## config.mk

```make
export PLATFORM = sky130hd
export DESIGN_NAME = hidden_mac_sched
export DESIGN_NICKNAME = d
export VERILOG_FILES = /design/src/rtl/hidden_pkg.sv /design/src/rtl/hidden_mac_acc.sv /design/src/rtl/hidden_mac_sched.sv
export SDC_FILE = /design/constraint.sdc
export NUM_CORES = 1
export LEC_CHECK = 0
export ABC_AREA = 0
export BUFFER_PORTS_ARGS = -buffer_cell sky130_fd_sc_hd__buf_2
export CAP_MARGIN = 10
export CORE_ASPECT_RATIO = 1.4
export CORE_MARGIN = 1
export CORE_UTILIZATION = 62
export CTS_CLUSTER_SIZE = 25
export DETAILED_ROUTE_END_ITERATION = 12
export PLACE_DENSITY = 0.84
export SLEW_MARGIN = 20
export SYNTH_ARGS = -nofsm -noshare
export SYNTH_HDL_FRONTEND = slang
export SYNTH_SLANG_ARGS = --single-unit
```

## constraint.sdc

```tcl
create_clock -name clk -period 5.95 [get_ports clk]
set_input_delay 0.595 -clock clk [delete_from_list [all_inputs] [get_ports clk]]
set_output_delay 0.595 -clock clk [all_outputs]
set_load 0.02 [all_outputs]
```

## src/rtl/hidden_pkg.sv

```systemverilog
// Shared constants and FSM state encoding for the hidden-layer MAC scheduler.
// The optional HIDDEN_SAT_EN build macro is consumed by hidden_mac_acc.
package hidden_pkg;

    localparam int N_FEAT   = 81;
    localparam int XW       = 7;
    localparam int AW       = 32;
    localparam int BIAS_ONE = 65536;

    typedef enum logic [1:0] {
        IDLE  = 2'd0,
        MAC   = 2'd1,
        DRAIN = 2'd2,
        OUT   = 2'd3
    } state_t;

endpackage

```

## src/rtl/hidden_mac_acc.sv

```systemverilog
// Multiply / load / accumulate datapath for one hidden-unit inner product.
// Define HIDDEN_SAT_EN to saturate each accumulation instead of wrapping.
module hidden_mac_acc #(
    parameter int XW = hidden_pkg::XW,
    parameter int AW = hidden_pkg::AW
) (
    input  logic          clk,
    input  logic          rst_n,
    input  logic          term_v,
    input  logic          term_k0,
    input  logic [XW-1:0] px_data,
    input  logic [AW-1:0] th_data,
    output logic [AW-1:0] acc
);
    import hidden_pkg::*;

    logic [AW-1:0] prod;
    logic [AW-1:0] bias_term;
    logic [AW-1:0] acc_nxt;

    // Both products keep only the low AW bits, matching two's-complement wrap.
    assign prod      = th_data * {{(AW-XW){1'b0}}, px_data};
    assign bias_term = th_data * AW'(BIAS_ONE);

`ifdef HIDDEN_SAT_EN
    logic [AW:0] wide;

    assign wide = {acc[AW-1], acc} + {prod[AW-1], prod};

    always_comb begin
        acc_nxt = wide[AW-1:0];
        if (wide[AW] != wide[AW-1])
            acc_nxt = wide[AW] ? {1'b1, {(AW-1){1'b0}}} : {1'b0, {(AW-1){1'b1}}};
    end
`else
    assign acc_nxt = acc + prod;
`endif

    always_ff @(posedge clk or negedge rst_n) begin
        if (!rst_n)
            acc <= '0;
        else if (term_v)
            acc <= term_k0 ? bias_term : acc_nxt;
    end

endmodule

```

## src/rtl/hidden_mac_sched.sv

```systemverilog
// Sequences theta/pixel reads for each hidden unit and presents results over
// a valid/ready port. Build option HIDDEN_SAT_EN selects saturating accumulation.
module hidden_mac_sched #(
    parameter int N_FEAT  = hidden_pkg::N_FEAT,
    parameter int N_UNITS = 10,
    parameter int XW      = hidden_pkg::XW,
    parameter int AW      = hidden_pkg::AW,
    localparam int UW     = $clog2(N_UNITS)
) (
    input  logic          clk,
    input  logic          rst_n,
    input  logic          start,
    output logic          busy,
    output logic          done,
    output logic [6:0]    px_addr,
    input  logic [XW-1:0] px_data,
    output logic [UW+6:0] th_addr,
    input  logic [AW-1:0] th_data,
    output logic          res_valid,
    input  logic          res_ready,
    output logic [AW-1:0] res_data,
    output logic [UW-1:0] res_unit
);
    import hidden_pkg::*;

    localparam logic [6:0]    LAST_IDX  = 7'(N_FEAT - 1);
    localparam logic [UW-1:0] LAST_UNIT = UW'(N_UNITS - 1);

    state_t        state;
    logic [6:0]    idx;
    logic [UW-1:0] unit;
    logic          term_v;
    logic          term_k0;
    logic          hs;
    logic [AW-1:0] acc;

    // Result port: res_valid is held in OUT until res_ready; a transfer
    // happens on the rising edge where both are high.
    assign hs = (state == OUT) && res_ready;

    always_ff @(posedge clk or negedge rst_n) begin
        if (!rst_n) begin
            state   <= IDLE;
            idx     <= '0;
            unit    <= '0;
            term_v  <= 1'b0;
            term_k0 <= 1'b0;
        end else begin
            // Read data arrives one cycle after the address, so the
            // accumulate strobes trail the MAC issue cycle by one.
            term_v  <= (state == MAC);
            term_k0 <= (state == MAC) && (idx == '0);
            case (state)
                IDLE: begin
                    if (start) begin
                        state <= MAC;
                        unit  <= '0;
                        idx   <= '0;
                    end
                end
                MAC: begin
                    idx <= idx + 7'd1;
                    if (idx == LAST_IDX)
                        state <= DRAIN;
                end
                DRAIN: state <= OUT;
                OUT: begin
                    if (res_ready) begin
                        if (unit != LAST_UNIT) begin
                            unit  <= unit + 1'b1;
                            idx   <= '0;
                            state <= MAC;
                        end else begin
                            state <= IDLE;
                        end
                    end
                end
                default: state <= IDLE;
            endcase
        end
    end

    assign busy      = (state != IDLE);
    assign done      = hs && (unit == LAST_UNIT);
    assign px_addr   = (state == MAC) ? idx : '0;
    assign th_addr   = (state == MAC) ? {unit, idx} : '0;
    assign res_valid = (state == OUT);
    assign res_data  = acc;
    assign res_unit  = unit;

    hidden_mac_acc #(
        .XW(XW),
        .AW(AW)
    ) u_acc (
        .clk     (clk),
        .rst_n   (rst_n),
        .term_v  (term_v),
        .term_k0 (term_k0),
        .px_data (px_data),
        .th_data (th_data),
        .acc     (acc)
    );

endmodule

```

# Word-level counts from Yosys, hierarchy flattened
# Cells that the tools add are included.
# totals
word_cells	47
input_bits	43
ff_bits	47
out_inout_bits	57
# op_classes
add_sub_neg	3
multipliers	1
reduce_logical	11
eq_ne	10
n_mux	16
# op_table
operator	n
$add A32 B32 Y32	1
$mul A32 B7 Y32	1
$mux W32	1
$mux W7	4
$pmux W7 S3	1
$mux W4	3
$mux W11	1
$pmux W2 S4	1
$pmux W4 S2	1
$reduce_and A4 Y1	2
$add A7 B1 Y7 const B	1
$eq A7 B7 Y1 const B	1
$logic_not A7 Y1	1
$mux W2	3
$add A4 B1 Y4 const B	1
$eq A2 B2 Y1 const B	2
$eq A4 B4 Y1 const B	1
$ne A2 B1 Y1 const B	2
$ne A2 B2 Y1 const B	2
$ne A4 B4 Y1 const B	1
$reduce_bool A2 Y1	2
$logic_and A1 B1 Y1	3
$reduce_and A3 Y1	1
$reduce_bool A3 Y1	1
3 further kinds	3

# Depth between registers and ports, before layout
# Gate-level depths: netlist (run 1).
# logic_depth
ltp_word	4
ltp_mapped	20
mapped_depth_nobuf	18

# Modules after synthesis
# A second synthesis (run 1) with hierarchy kept.
# hier_totals
hier_cells	990
area_unflattened_um2	9036.2
# by_module_without_submodules
mod	cells_per_inst	instances	area_each_um2	seq_area_each_um2
hidden_mac_acc	877	1	7960.1	800.8
hidden_mac_sched	113	1	1076.0	375.4

# Least setup slack after synthesis (run 1)
# Ideal clock, no wire load.
# synth_timing
kind	in2reg
from	in px_data[3]
to	reg u_acc.acc[28]
arrival_ns	5.125
path_buffers	2
path_slack_ns	0.681
setup_time_ns	0.144
required_ns	5.806
path_stages	19
path_cell_list	clkbuf_1 -> clkbuf_1 -> nand2_1 -> fa_1 -> inv_1 -> fa_1 -> fa_1 -> inv_1 -> fa_1 -> inv_1 -> ha_1 -> and3_1 -> a221o_2 -> a311oi_2 -> nor3b_2 -> o31ai_2 -> o41ai_2 -> xnor2_1 -> o221ai_1
# synth_between
elab_chain_len	3
# synth_lines
element	line_no	source
from (decl)	hidden_mac_sched.sv:16	input logic [XW-1:0] px_data,
$mul A32 B7 Y32	hidden_mac_acc.sv:22	assign prod = th_data * {{(AW-XW){1'b0}}, px_data};
$add A32 B32 Y32	hidden_mac_acc.sv:36	assign acc_nxt = acc + prod;
$mux W32	hidden_mac_acc.sv:43	acc <= term_k0 ? bias_term : acc_nxt;
to (signal assigned)	hidden_mac_acc.sv:43	
to (decl)	hidden_mac_acc.sv:13	output logic [AW-1:0] acc
# Every way passes these cells.
# A chain may end at the register's enable or synchronous reset.

# Worst setup path in the final report (run 1)
# layout_timing
from	in px_data[4]
to	reg u_acc.acc[29]
# The elaborated chain is that of the path after synthesis.

==> out/qor.yml, run 1 <==
die_x_um: 103.6
placed_area_sq_um: 9530
vias: 7359
avgSynthCellArea_sq_um: 8.960
slew_headroom_pct: 31.46
clock.fmax_ghz: 0.1831
synth.distinct_cells: 59
nNetsFinal: 1322
synthTopCellsByArea: "fa_1, dfrtp_1, and2_1"
first_pass_iters: 5
hold_ws_ns: 0.3862
cts.path.max_buffers: 2
cts_tree: "done"
grt_pass1_wl_um: 37880
syn_area_sq_um: 8960
synth_top_area_share_pct: 36.20
post-dp-hpwl_um: 17830
io_pins: 100
ys_ff_latch: 47
grt_overflow: 0
h-tree-depth: 2
hold_buffers: 0
portBuffers: 99
drt_iter0_drc: 432
die_y_um: 144.2
utilization_pct: 69.09
post_drt_wl_per_cell_um: 18.10
ys_warn_count: 0
die_area_sq_um: 14940
syn-num-nets: 1255
critPathArrivalTime_ns: 5.60
numCtsBuffers: 5
drive_above_1_share_pct: 12.83
start_util_pct: 63.82
startpoint_type: "input port"
antenna_found_initial: 0
finalSetupViolCount: 0
ys_async_sr_fraction_pct: 100.0
cts_sinks: 47
cts-root-buf: "clkbuf_16"
via_per_inst: 5.873
wl_um: 22680
cp-end-kind: "flop"
coreArea_sq_um: 14040
fin_crit_sh_pct: 91.78
cts_setup_buffers: 0
setup.worst_path.class: "in2reg"
tightest_slew_ns: 1.028
synth_edf_count: 0
yosysSeqAreaShare_pct: 13.13
gp_congestion: 0.8927
insertion_delay_ns: 0.30
hold_viol: 0
ant_nets: 0
fin_tns_setup_ns: 0
crit_fanout: 28
finalClockSkew_ns: 0.004254
fin_crit_ns: 5.461
grt_max_degree: 59
maxSlewViolCount: 0
row_count: 51
cts_resized: 0
ys.flop_type: "dfrtp_1"
areaGrowthSynthToFinish_pct: 8.253
drc: 0
antennaDiodeCount: 0
synthCells: 1000
finalInstanceArea_sq_um: 9699
hold_path_class: "in2async"
yosysTopAreaCell: "fa_1"
required_ns: 6.09
clk_pin_slew_ns: 0.07
cap_violations: 0
rsz0062_at_grt: "false"
grt_pass1_vias: 7804
outcome: "completed"
track_usage_pct: 32.44
[per-layer routing]
layer | track usage (%) | share of wire (%)
met5 | 0 | 0
met4 | 15.56 | 4.7
met1 | 37.92 | 36
met2 | 59.06 | 52
met3 | 4.507 | 7.2
[path summary, 6_finish.rpt]
check,from,to,slack [ns],depth (start not counted)
hold / removal,rst_n,u_acc.acc[8]$_DFFE_PN0P_,0.39,2
setup reg to reg,u_acc.acc[6]$_DFFE_PN0P_,u_acc.acc[29]$_DFFE_PN0P_,1.42,16
max in group asynchronous,rst_n,term_v$_DFF_PN0_,5.07,2
min in group clk,idx[5]$_DFFE_PN0P_,idx[5]$_DFFE_PN0P_,0.54,1
setup / recovery,px_data[4],u_acc.acc[29]$_DFFE_PN0P_,0.49,18
hold reg to reg,idx[5]$_DFFE_PN0P_,idx[5]$_DFFE_PN0P_,0.54,1
[sequential cells by signal, indices dropped and copies added (netlist names)]
name / count
term_k0: 1
idx: 7
state: 2
term_v: 1
res_unit: 4
u_acc.acc: 32
[synthesized netlist by cell type (all sizes together) (11+ instances only)]
master,count
a21oi,26
clkbuf,34
o21ai,37
nor2,22
ha,50
nand2,142
xnor2,20
nor2b,18
fa,162
a21o,11
nand3,19
dfrtp,47
and2,120
inv,159
xor2,11
[cell usage in the layout, fill, tap and decap left out, types with 5 or more instances in the layout]
| master | count |
|---|---|
| inv_1 | 159 |
| clkbuf_16 | 5 |
| and2_1 | 120 |
| nor2_1 | 22 |
| dfrtp_1 | 46 |
| o21ai_0 | 33 |
| a31oi_1 | 10 |
| a21oi_1 | 26 |
| nand3_1 | 19 |
| a21o_1 | 10 |
| nand2_1 | 142 |
| o22ai_1 | 10 |
| ha_1 | 50 |
| o31ai_1 | 5 |
| or2_2 | 5 |
| o21a_1 | 8 |
| xor2_1 | 11 |
| nor2b_1 | 18 |
| a31o_2 | 7 |
| nand4_1 | 5 |
| buf_4 | 5 |
| fa_1 | 162 |
| buf_2 | 99 |
| xnor2_1 | 20 |
[logic make-up (layout without fill, tap and decap cells)]
family / count (synthesis) / count (layout) / synth area share, %
fa+ha+maj: 212 / 212 / 43.18
xor+xnor: 31 / 31 / 3.030
compound gates: 145 / 145 / 10.93
mux: 5 / 5 / 0.5726
buf+inv: 203 / 271 / 8.840
flops: 47 / 47 / 13.13
simple gates: 357 / 357 / 20.32
[metrics by stage]
step,std cells,setup slack (ns)
after floorplan,1000,0.6805
after global placement,1245,0.4430
after detailed placement,1245,0.2912
after CTS,1253,0.5686
after global routing,1253,0.3080
final,1253,0.4890
[worst max-delay path: stages]
cell and delay [ns]:
buf_2 0.47, nand2_1 0.16, fa_1 0.52, fa_1 0.50
inv_1 0.05, fa_1 0.48, inv_1 0.05, fa_1 0.47
inv_1 0.04, ha_1 0.34, a21o_1 0.21, a31o_1 0.22
o211a_1 0.27, o31a_1 0.35, o31a_1 0.30, o21ai_2 0.23
mux2i_1 0.21, o221ai_1 0.12
[final cells by class]
type                       instances  area [sq um]
clock inverter                     3         43.79
timing repair buffer             104         533.0
tap                              185         231.5
inverter                         159         596.8
sequential                        47          1177
multi-input combinational        750          6992
clock buffer                       5         125.1
fill                            1114          4339
Power of run 1 is left out: the tool's default activity adds up to more than one toggle a clock period on the data nets, which glitch-free logic cannot reach.
==> inputs of run 2 (changes only) <==
--- a/config.mk
+++ b/config.mk
@@ -11,6 +11,7 @@
 export CORE_ASPECT_RATIO = 1.4
 export CORE_MARGIN = 1
 export CORE_UTILIZATION = 62
+export CTS_BUF_LIST = sky130_fd_sc_hd__clkbuf_4 sky130_fd_sc_hd__clkbuf_8
 export CTS_CLUSTER_SIZE = 25
 export DETAILED_ROUTE_END_ITERATION = 12
 export PLACE_DENSITY = 0.84
==> run 2 against run 1 <==
Net effect:
- critical path depth stayed put
- non-clock buffer count stayed put
- wire length is 0.97% lower
- clock skew hardly changed
- critical path type unchanged
- largest cell class unchanged
==> out/qor.yml, run 2 (synthesized netlist as in run 1, its figures left out) <==
fill_cells: 1110  # was 1114
die_x_um: 103.6  # unchanged
grt_pass1_vias: 7788  # was 7804
cp-end-kind: "flop"  # unchanged
tightest_slew_ns: 1.055  # was 1.028 ns
first_pass_iters: 5  # unchanged
wl_um: 22460  # was 22680 um
cts_resized: 0  # unchanged
areaGrowthSynthToFinish_pct: 7.625  # was 8.253%
nNetsFinal: 1322  # unchanged
hold_path_class: "in2async"  # unchanged
coreArea_sq_um: 14040  # unchanged
maxSlewViolCount: 0  # unchanged
cts_sinks: 47  # unchanged
fin_crit_ns: 5.411  # was 5.461 ns
drt_iter0_drc: 460  # was 432
numCtsBuffers: 5  # unchanged
grt_overflow: 0  # unchanged
cts-root-buf: "clkbuf_8"  # was clkbuf_16
multi_input_area_sq_um: 6992  # unchanged
cts_tree: "done"  # unchanged
layout_common_cells: "fa_1, inv_1, nand2_1"  # unchanged
row_count: 51  # unchanged
drc: 0  # unchanged
track_usage_pct: 32.26  # was 32.44%
required_ns: 6.12  # was 6.09 ns
drive_above_1_share_pct: 12.83  # unchanged
antenna_found_initial: 0  # unchanged
finalClockSkew_ns: 0.004603  # was 0.004254 ns
grt_pass1_wl_um: 37720  # was 37880 um
largest_register_ffs: 32  # unchanged
crit_fanout: 28  # unchanged
mostFrequentLayoutCell: "fa_1"  # unchanged
via_per_inst: 5.832  # was 5.873
cts.path.max_buffers: 2  # unchanged
startpoint_type: "input port"  # unchanged
fin_tns_setup_ns: 0  # unchanged
clock.fmax_ghz: 0.1848  # was 0.1831 GHz
ant_nets: 0  # unchanged
hold_viol: 0  # unchanged
post-dp-hpwl_um: 17830  # unchanged
vias: 7307  # was 7359
io_pins: 100  # unchanged
start_util_pct: 63.82  # unchanged
insertion_delay_ns: 0.32  # was 0.30 ns
setup.worst_path.class: "in2reg"  # unchanged
post_drt_wl_per_cell_um: 17.92  # was 18.10 um
gp_congestion: 0.8927  # unchanged
fin_crit_sh_pct: 90.95  # was 91.78%
grt_max_degree: 59  # unchanged
finalSetupViolCount: 0  # unchanged
slew_headroom_pct: 29.64  # was 31.46%
die_y_um: 144.2  # unchanged
die_area_sq_um: 14940  # unchanged
outcome: "completed"  # unchanged
clk_pin_slew_ns: 0.09  # was 0.07 ns
seq_area_sq_um: 1177  # unchanged
antennaDiodeCount: 0  # unchanged
rsz0062_at_grt: "false"  # unchanged
h-tree-depth: 2  # unchanged
portBuffers: 99  # unchanged
regMostFlops: "u_acc.acc"  # unchanged
hold_buffers: 0  # unchanged
cap_violations: 0  # unchanged
cts_setup_buffers: 0  # unchanged
critPathArrivalTime_ns: 5.58  # was 5.60 ns
==> run 2: final timing paths <==
path	startpoint	end	slack, ns	cells after the start
worst max-delay path	px_data[4]	u_acc.acc[29]$_DFFE_PN0P_	0.54	18
max in group asynchronous	rst_n	term_v$_DFF_PN0_	5.11	2
worst min register to register	idx[5]$_DFFE_PN0P_	idx[5]$_DFFE_PN0P_	0.54	1
min in group clk	idx[5]$_DFFE_PN0P_	idx[5]$_DFFE_PN0P_	0.54	1
worst min-delay path	rst_n	u_acc.acc[8]$_DFFE_PN0P_	0.35	2
worst max register to register	u_acc.acc[6]$_DFFE_PN0P_	u_acc.acc[29]$_DFFE_PN0P_	1.43	16
==> run 2: final cells by class <==
type                       instances  area share (%)
inverter                         159           6.189
tap                              185           2.400
timing repair buffer             104           5.527
sequential                        47           12.21
clock buffer                       5          0.7136
multi-input combinational        750           72.51
clock inverter                     3          0.4541
==> run 2: routing by layer <==
layer | GRT usage (%) | share of wire, %
met1 | 37.76 | 36
met3 | 4.732 | 6.8
met5 | 0 | 0
met4 | 14.57 | 4.3
met2 | 58.92 | 52
==> run 2: critical path: stages <==
cell	delay, ns
buf_2	0.46
nand2_1	0.16
fa_1	0.52
fa_1	0.50
inv_1	0.05
fa_1	0.48
inv_1	0.05
fa_1	0.48
inv_1	0.04
ha_1	0.33
a21o_1	0.19
a31o_1	0.21
o211a_1	0.27
o31a_1	0.35
o31a_1	0.30
o21ai_2	0.23
mux2i_1	0.22
o221ai_1	0.12
==> run 2: through the flow <==
| step | area (sq um) | cells | hold WS (ns) | util (%) | worst slack (ns) |
|---|---|---|---|---|---|
| finish | 9643 | 1253 | 0.3526 | 68.69 | 0.5387 |
| global route | 9643 | 1253 | 0.4344 | 68.69 | 0.3815 |
| CTS | 9643 | 1253 | 0.3880 | 68.69 | 0.6131 |
| detailed placement | 9530 | 1245 | 0.5236 | 67.89 | 0.2912 |
| global placement | 9530 | 1245 | 0.5146 | 67.89 | 0.4430 |
| floorplan | 8960 | 1000 | 0.2994 | - | 0.6805 |
Power of run 2 is left out for the same reason.
==> inputs of run 3 (changes only) <==
--- a/config.mk
+++ b/config.mk
@@ -5,16 +5,15 @@
 export SDC_FILE = /design/constraint.sdc
 export NUM_CORES = 1
 export LEC_CHECK = 0
-export ABC_AREA = 0
 export BUFFER_PORTS_ARGS = -buffer_cell sky130_fd_sc_hd__buf_2
-export CAP_MARGIN = 10
+export CAP_MARGIN = 5
 export CORE_ASPECT_RATIO = 1.4
 export CORE_MARGIN = 1
-export CORE_UTILIZATION = 62
+export CORE_UTILIZATION = 56
 export CTS_BUF_LIST = sky130_fd_sc_hd__clkbuf_4 sky130_fd_sc_hd__clkbuf_8
 export CTS_CLUSTER_SIZE = 25
 export DETAILED_ROUTE_END_ITERATION = 12
-export PLACE_DENSITY = 0.84
+export PLACE_DENSITY = 0.8
 export SLEW_MARGIN = 20
 export SYNTH_ARGS = -nofsm -noshare
 export SYNTH_HDL_FRONTEND = slang
==> constraint.sdc (replaced) <==
create_clock -name clk -period 4.74 [get_ports clk]
set_input_delay 0.474 -clock clk [delete_from_list [all_inputs] [get_ports clk]]
set_output_delay 0.474 -clock clk [all_outputs]
set_load 0.02 [all_outputs]
==> run 3 against run 2 <==
Net effect:
- final cell count increased by 10%
- critical endpoint is now u_acc.acc[28]$_DFFE_PN0P_
- global-route usage decreased by 0.50 points
- first-iteration DRC count increased by 20%
- utilization increased by 0.51 points
- critical path type unchanged
- clock skew increased by 0.014 ns
- register-to-register slack got worse by 0.96 ns
- flip-flop and latch count unchanged
- sequential share of layout area decreased by 1.3 points
- worst setup slack got worse by 0.56 ns
- hold slack got worse by 0.11 ns
- non-clock buffer count increased by 117
- the run now ends with negative setup slack left
==> out/qor.yml, run 3 (synthesized netlist as in run 1, its figures left out) <==
outcome: "finished with violations"  # was completed
violations: "negative setup slack"
post-dp-hpwl_um: 20160  # was 17830 um
setup.worst_path.class: "in2reg"  # unchanged
cts.path.max_buffers: 2  # unchanged
critPathArrivalTime_ns: 4.93  # was 5.58 ns
die_area_sq_um: 16520  # was 14940 sq um
use_met3_pct: 4.748  # was 4.732%
fin_crit_ns: 4.764
busiest_layer: "met2"  # unchanged
clk_pin_slew_ns: 0.11  # was 0.09 ns
met1_usage_pct: 38.24  # was 37.76%
finalSetupViolCount: 1  # was 0
cts_sinks: 47  # unchanged
cpPeakStageDelay_ns: 0.55  # was 0.52 ns
utilization_pct: 69.20  # was 68.69%
crit_chain: "buf_12 > and2_4 > fa_1 > inv_2 > fa_1 > inv_1 > fa_1 > inv_1 > fa_1 > inv_2 > ha_4 > a21o_1 > a221o_2 > a311oi_4 > nor3b_4 > o31ai_2 > buf_4 > o41ai_2 > xnor2_1 > o221ai_1"  # was buf_2 > nand2_1 > fa_1 > fa_1 > inv_1 > fa_1 > inv_1 > fa_1 > inv_1 > ha_1 > a21o_1 > a31o_1 > o211a_1 > o31a_1 > o31a_1 > o21ai_2 > mux2i_1 > o221ai_1
post_drt_wl_per_cell_um: 18.03  # was 17.92 um
startpoint_type: "input port"  # unchanged
nNetsFinal: 1439  # was 1322
track_usage_pct: 31.76  # was 32.26%
via_per_inst: 5.635  # was 5.832
tightest_slew_ns: 0.9601  # was 1.055 ns
h-tree-depth: 2  # unchanged
grt_util_met2_pct: 56.79  # was 58.92%
clock.fmax_ghz: 0.2099
grt_pass1_vias: 8217  # was 7788
seq_area_sq_um: 1177  # unchanged
fill_cells: 1208  # was 1110
required_ns: 4.91  # was 6.12 ns
areaGrowthSynthToFinish_pct: 20.54  # was 7.625%
grt_overflow: 0  # unchanged
drt_iter0_drc: 553  # was 460
worst_path_max_delay_cell: "fa_1"  # unchanged
portBuffers: 99  # unchanged
setup_slack_ns: -0.02366  # was 0.5387 ns
slew_headroom_pct: 35.84  # was 29.64%
crit_path_frequent_cell: "fa_1"  # unchanged
die_x_um: 108.9  # was 103.6 um
regMostFlops: "u_acc.acc"  # unchanged
grt_max_degree: 59  # unchanged
numCtsBuffers: 5  # unchanged
start_util_pct: 57.41  # was 63.82%
largest_register_ffs: 32  # unchanged
insertion_delay_ns: 0.34  # was 0.32 ns
fin_crit_sh_pct: 100.5
rsz0062_at_grt: "true"  # was false
cts_tree: "done"  # unchanged
wl_um: 24900  # was 22460 um
crit_buf_inv: 6  # was 4
layout_common_cells: "fa_1, inv_1, nand2_1"  # unchanged
multi_input_area_sq_um: 7187  # was 6992 sq um
hold_path_class: "in2async"  # unchanged
cp-end-kind: "flop"  # unchanged
hold_buffers: 0  # unchanged
vias: 7782  # was 7307
first_pass_iters: 5  # unchanged
maxSlewViolCount: 0  # unchanged
die_y_um: 151.7  # was 144.2 um
cap_violations: 0  # unchanged
drc: 0  # unchanged
antennaDiodeCount: 0  # unchanged
row_count: 54  # was 51
crit_family: "adder cells"  # unchanged
drive_above_1_share_pct: 24.05  # was 12.83%
mostFrequentLayoutCell: "fa_1"  # unchanged
gp_congestion: 0.9193  # was 0.8927
antenna_found_initial: 0  # unchanged
finalClockSkew_ns: 0.01882  # was 0.004603 ns
io_pins: 100  # unchanged
coreArea_sq_um: 15610  # was 14040 sq um
cts-root-buf: "clkbuf_8"  # unchanged
ant_nets: 0  # unchanged
crit_fanout: 5  # was 28
grt_pass1_wl_um: 40000  # was 37720 um
hold_viol: 0  # unchanged
[run 3: cell count changes in the layout (fill, tap and decap cells not counted), sizes merged]
cell      before  now
buf          104  219
bufinv         1    0
clkbuf         5    8
clkinv         2    1
clkinvlp       0    1
[run 3: layer usage]
layer,wire (um),part of all wire [%],vias to the layer above
met1,9293,37,3918
met5,0,0,-
met3,1567,6.3,64
met2,13190,53,295
met4,846,3.4,0
li1,-,-,3505
[run 3: through the flow]
stage | cell area [sq um] | hold WS, ns | setup slack, ns | setup TNS [ns] | cells
floorplan | 9036 | 0.1784 | -0.1364 | -0.1598 | 1000
global placement | 10420 | 0.5189 | -0.4036 | -5.747 | 1366
detailed placement | 10420 | 0.5164 | -0.4929 | -7.140 | 1366
CTS | 10580 | 0.2680 | 0.004206 | 0 | 1376
global route | 10800 | 0.3004 | -0.09794 | -0.5973 | 1381
finish | 10800 | 0.2445 | -0.02366 | -0.02366 | 1381
[run 3: worst paths after layout]
path,endpoint,from,cells after the start,slack (ns)
setup / recovery,u_acc.acc[28]$_DFFE_PN0P_,px_data[1],20,-0.02
hold / removal,u_acc.acc[12]$_DFFE_PN0P_,rst_n,2,0.24
setup reg to reg,u_acc.acc[28]$_DFFE_PN0P_,u_acc.acc[10]$_DFFE_PN0P_,16,0.47
hold reg to reg,term_k0$_DFF_PN0_,idx[6]$_DFFE_PN0P_,1,0.54
max in group asynchronous,term_v$_DFF_PN0_,rst_n,2,4.01
min in group clk,res_unit[3]$_DFFE_PN0P_,start,5,0.48
[run 3: timing repair]
action	in CTS	in global routing
pin swaps	7	25
buffers inserted	2	4
resized for setup	15	36
cloned	0	1
setup endpoints to repair	15	15
[run 3: cell type report]
type	instances	area share (%)
flip-flops and latches	47	10.90
well taps	196	2.271
clock inverters	2	0.1506
inverters	159	5.526
multi-input cells	750	66.54
clock buffers	6	0.7646
repair buffers	221	13.84
Power of run 3 is left out for the same reason.
